===== src/rtl/run_ctrl.sv =====
// Run controller for the basic processor: Start/Ack program handshake, start-address load,
// execution gating, saturating performance counters and an optional RUN-cycle watchdog.
module run_ctrl #(
    parameter int AW      = 10,
    parameter int CW      = 16,
    parameter int TMO_CYC = 4096
) (
    input  logic          Clk,
    input  logic          Reset,
    input  logic          Start,
    input  logic [AW-1:0] StartAddr,
    input  logic          Halt,
    input  logic          Retire,
    input  logic          BranchTaken,
    output logic          PcLoad,
    output logic [AW-1:0] PcLoadVal,
    output logic          Run,
    output logic          Ack,
    output logic          Timeout,
    output logic [CW-1:0] CycleCt,
    output logic [CW-1:0] InstCt,
    output logic [CW-1:0] BranchCt,
    output logic          CtOvf
);

    typedef enum logic [2:0] {IDLE, ARM, RUN, DONE, TMO} state_t;

    localparam logic [CW-1:0] CT_MAX  = '1;
    localparam logic [CW-1:0] TMO_VAL = CW'(TMO_CYC);
    // A limit the cycle counter can never reach behaves like a disabled watchdog.
    localparam bit WD_ON = (TMO_CYC > 0) && (longint'(TMO_CYC) <= longint'(CT_MAX));

    state_t        state;
    logic          cyc_full;
    logic          inst_full;
    logic          br_full;
    logic          br_inc;
    logic          wd_hit;
    logic [CW-1:0] cyc_next;

    always_comb begin
        cyc_full  = (CycleCt == CT_MAX);
        inst_full = (InstCt == CT_MAX);
        br_full   = (BranchCt == CT_MAX);
        br_inc    = Retire && BranchTaken;
        cyc_next  = cyc_full ? CycleCt : CycleCt + 1'b1;
        wd_hit    = WD_ON && !Halt && (cyc_next == TMO_VAL);
    end

    // NOTE: all state and outputs are registers updated with non-blocking assignments, so
    // every branch below reads the pre-edge values regardless of statement order.
    always_ff @(posedge Clk or negedge Reset) begin
        if (!Reset) begin
            state     <= IDLE;
            PcLoad    <= 1'b0;
            PcLoadVal <= '0;
            Run       <= 1'b0;
            Ack       <= 1'b0;
            Timeout   <= 1'b0;
            CycleCt   <= '0;
            InstCt    <= '0;
            BranchCt  <= '0;
            CtOvf     <= 1'b0;
        end else if (Start) begin
            // Start arms from every state: first launch, rerun after finish, or abort of a live run.
            state     <= ARM;
            PcLoad    <= 1'b1;
            PcLoadVal <= StartAddr;
            Run       <= 1'b0;
            Ack       <= 1'b0;
            Timeout   <= 1'b0;
            CycleCt   <= '0;
            InstCt    <= '0;
            BranchCt  <= '0;
            CtOvf     <= 1'b0;
        end else begin
            unique case (state)
                ARM: begin
                    state  <= RUN;
                    PcLoad <= 1'b0;
                    Run    <= 1'b1;
                end
                RUN: begin
                    CycleCt <= cyc_next;
                    if (cyc_full) CtOvf <= 1'b1;
                    if (Retire) begin
                        if (inst_full) CtOvf  <= 1'b1;
                        else           InstCt <= InstCt + 1'b1;
                    end
                    if (br_inc) begin
                        if (br_full) CtOvf    <= 1'b1;
                        else         BranchCt <= BranchCt + 1'b1;
                    end
                    // The halting cycle is still counted above; halt outranks the watchdog.
                    if (Halt) begin
                        state <= DONE;
                        Run   <= 1'b0;
                        Ack   <= 1'b1;
                    end else if (wd_hit) begin
                        state   <= TMO;
                        Run     <= 1'b0;
                        Ack     <= 1'b1;
                        Timeout <= 1'b1;
                    end
                end
                default: begin
                end
            endcase
        end
    end

endmodule


===== config.mk =====
export PLATFORM = sky130hd
export DESIGN_NAME = run_ctrl
export DESIGN_NICKNAME = d
export VERILOG_FILES = /design/src/rtl/run_ctrl.sv
export SDC_FILE = /design/constraint.sdc
export NUM_CORES = 1
export LEC_CHECK = 0
export ABC_AREA = 1
export BUFFER_PORTS_ARGS = -buffer_cell sky130_fd_sc_hd__clkbuf_2
export CORE_MARGIN = 4
export CORE_UTILIZATION = 50
export CTS_CLUSTER_DIAMETER = 100
export CTS_CLUSTER_SIZE = 30
export DETAILED_ROUTE_END_ITERATION = 8
export GPL_TIMING_DRIVEN = 1
export PLACE_DENSITY_LB_ADDON = 0.08
export SYNTH_ARGS = -nofsm -noshare
export SYNTH_HDL_FRONTEND = slang
export SYNTH_SLANG_ARGS = --single-unit

===== constraint.sdc =====
create_clock -name Clk -period 5 [get_ports Clk]
set_input_delay 1.25 -clock Clk [delete_from_list [all_inputs] [get_ports Clk]]
set_output_delay 1.25 -clock Clk [all_outputs]
set_load 0.05 [all_outputs]

==> impl_metrics.csv <==
group,metric,value,unit
synth,synth_edf_count,0,
job,drv_cap,0,
power_and_ir_drop,p_int,851,µW
power_and_ir_drop,ir_drop,175,µV
detailed_routing,post_drt_via_cell_ratio,5.21,
detailed_routing,firstDrtPassIters,5,
floorplan,core,7210,µm²
detailed_routing,drc,0,
finish,drive_gt1_frac,0.246,
global_routing,grt-ovfl-total,0,
sta,finalMaxSlewViolations,0,
sta,period_needed,2.76,ns
setup_path,ff2ff_path_depth,10,
setup_path,reg2reg_to,"BranchCt[7]$_DFFE_PN0P_",
finish,layout_commonest_cell,"nand2_1",
finish,diodes,0,
synth,postSynthAreaPerCell,7.56,µm²
global_routing,grt_pass1_wl,15.1,mm
synth,synth_warnings,0,
synth,async_flop_share,1.00,
sta,finClkSkew,0.00972,ns
clock_network,cts_buffers,9,
hold_path,min_to,"PcLoadVal[0]$_DFFE_PN0P_",
detailed_routing,wl_per_cell,13.5,µm
placed_design,dp.cells,661,
placed_design,place_ws,1.88,ns
setup_path,crit_arrival,3.03,ns
sta,setup_ws,2.24,ns
global_routing,antenna_found_initial,0,
sta,worstMarginPinSlew,0.639,ns
finish,fin_nets,592,
placed_design,io_buffers,78,
setup_path,critPathKind,"in -> reg",
setup_path,cp_slowest_cell,"clkbuf_2",
clock_network,cts_buffer_depth,2,
power_and_ir_drop,total_power,1.29,mW
floorplan,die_w,94.1,µm
power_and_ir_drop,p_per_area,295,nW/µm²
clock_network,clk_pin_slew_worst_paths,0.07,ns
clock_network,htreeDepth,3,
clock_network,postCtsSetupBuffers,0,
setup_path,r2r_slack,2.70,ns
placed_design,gp_congestion,0.949,
placed_design,dpl.hpwl,6.77,mm
clock_network,clk_latency,0.35,ns
setup_path,cp_slowest_stage_delay,0.34,ns
clock_network,cts_tree,"done",
finish,mostFrequentLayoutCells,"nand2_1 (124), clkbuf_2 (77), dfrtp_1 (66)",
floorplan,die_y,94.1,µm
sta,fmax,363,MHz
detailed_routing,wl,9.15,mm
sta,setup_violations,0,
synth,synth.distinct_cells,34,
setup_path,cp-start-kind,"input pin",
hold_path,worstHoldStart,"PcLoadVal[0]$_DFFE_PN0P_",
synth,ys_ff_latch,66,
detailed_routing,ant_nets,0,
synth,synthesis.area,3710,µm²
detailed_routing,drt-initial-drc-count,131,
floorplan,ios,79,
clock_network,cts.sinks,66,
sta,rsz0062_at_grt,"false",
setup_path,reg2reg_from,"BranchCt[1]$_DFFE_PN0P_",
power_and_ir_drop,switchingPower,443,µW
power_and_ir_drop,clock_power_share,0.351,
detailed_routing,vias,3527,
setup_path,crit_path_end_kind,"flop",
synth,ys_seq_area_frac,0.445,
floorplan,start_util,0.514,
global_routing,grt_max_degree,45,
synth,syn_inst,491,
finish,utilization,0.609,
global_routing,grt_pass1_vias,3283,
floorplan,dieArea,8860,µm²
power_and_ir_drop,seqPwrFrac,0.453,
synth,syn_nets,510,
sta,slew_headroom,0.574,
finish,syn2layout_area_growth,18.4,%
setup_path,crit_fanout,44,
power_and_ir_drop,switching_share,0.342,
clock_network,cts-root-buf,"clkbuf_8",
power_and_ir_drop,p_leak,2.15,nW
clock_network,hold_buffers,0,
floorplan,core.rowCount,31,
setup_path,worstPathCellList,"clkbuf_2 -> inv_2 -> buf_4 -> nand2_1 -> nand3_1 -> nor2_1 -> o21ai_0 -> a21oi_1",
finish,layout.cells.non_filler,677,
synth,yosys_most_used_dff,"dfrtp_1",
sta,fin_tns_setup,0,ns
clock_network,post_cts_resized,0,
global_routing,track_usage,0.217,
sta,hold_violations,0,
hold_path,min_path_cells,2,
status,status,"finished, final reports clean",
hold_path,min_path_type,"reg -> reg",
setup_path,crit_required,5.28,ns
power_and_ir_drop,combPwrFrac,0.196,
sta,min_period_over_period,0.551,
[sequential cells by signal, indices dropped and copies added, names as in the netlist]
register,cells
state,3
Ack,1
Run,1
InstCt,16
CycleCt,16
BranchCt,16
PcLoadVal,10
CtOvf,1
Timeout,1
PcLoad,1
[cell families (layout without fill, tap and decap cells)]
| kind of cell | count (synthesis) | after routing | share of synthesized area |
|---|---|---|---|
| and+or+nand+nor | 279 | 279 | 0.359 |
| buffers and inverters | 69 | 156 | 0.0722 |
| AOI/OAI and AO/OA | 68 | 68 | 0.0995 |
| DFF | 66 | 66 | 0.445 |
| xor gates and xnor gates | 6 | 6 | 0.0142 |
| adders and majority gates | 3 | 3 | 0.0101 |
[synth_stat cells (2+ instances only)]
| cell type | n | area share |
|---|---|---|
| o21ai_1 | 6 | 0.0081 |
| o22ai_1 | 8 | 0.013 |
| inv_2 | 5 | 0.0051 |
| nor2_2 | 12 | 0.020 |
| o31ai_1 | 4 | 0.0081 |
| nand2_4 | 6 | 0.018 |
| nand3_2 | 2 | 0.0054 |
| nor3_1 | 11 | 0.015 |
| xor2_1 | 5 | 0.012 |
| clkbuf_1 | 4 | 0.0040 |
| dfrtp_1 | 66 | 0.45 |
| nand4_1 | 13 | 0.022 |
| nand2_1 | 124 | 0.13 |
| nand2_2 | 11 | 0.019 |
| buf_2 | 2 | 0.0027 |
| nor2_4 | 5 | 0.015 |
| ha_1 | 3 | 0.010 |
| o21ai_0 | 28 | 0.038 |
| inv_1 | 53 | 0.054 |
| nand3b_1 | 2 | 0.0040 |
| nor3b_1 | 2 | 0.0040 |
| nor2_1 | 50 | 0.051 |
| a21oi_1 | 19 | 0.026 |
| nand3_1 | 37 | 0.050 |
| or2_2 | 3 | 0.0051 |
| buf_1 | 2 | 0.0020 |
[layout make-up]
class                           count  area [µm²]
Tap cell                           99         124
Clock buffer                        9         124
Clock inverter                      7        68.8
Fill cell                         698        2820
Sequential cell                    66        1650
Multi-Input combinational cell    356        1790
Inverter                           60         228
Timing Repair Buffer               80         405
[per-layer routing]
layer | track usage | routed length (µm)
met1 | 0.286 | 4140
met2 | 0.348 | 4290
met3 | 0.0513 | 576
met4 | 0.0782 | 146
met5 | 0 | 0
[worst max path at each step]
stage,startpoint,end,slack [ns]
3_5_place_dp,Start,BranchCt[7]$_DFFE_PN0P_,1.88
4_1_cts,Start,BranchCt[7]$_DFFE_PN0P_,2.25
5_1_grt,Start,BranchCt[7]$_DFFE_PN0P_,1.98
3_3_place_gp,Start,BranchCt[7]$_DFFE_PN0P_,1.96
2_1_floorplan,Start,InstCt[13]$_DFFE_PN0P_,2.43
6_report,Start,BranchCt[7]$_DFFE_PN0P_,2.24
[per-stage QoR]
stage          hold slack [ns]  instance area (µm²)
2_1_floorplan            0.442                 3710
5_1_grt                  0.489                 4390
4_1_cts                  0.479                 4390
6_report                 0.474                 4390
3_5_place_dp             0.462                 4200
3_3_place_gp             0.457                 4200
[power by group through the flow]
stage | registers, mW | clock network, mW | logic (mW)
final | 0.586 | 0.454 | 0.254
after global routing | 0.590 | 0.488 | 0.277
after CTS | 0.586 | 0.463 | 0.257
after detailed placement | 0.596 | 0 | 0.256
after global placement | 0.596 | 0 | 0.252
after floorplan | 0.678 | 0 | 0.101
[critical path, delay by kind of cell]
kind	cells	cell delay [ns]
AOI/OAI and AO/OA	2	0.26
buffers and inverters	3	0.70
and+or+nand+nor	3	0.80
(Power assumes the default switching activity.)
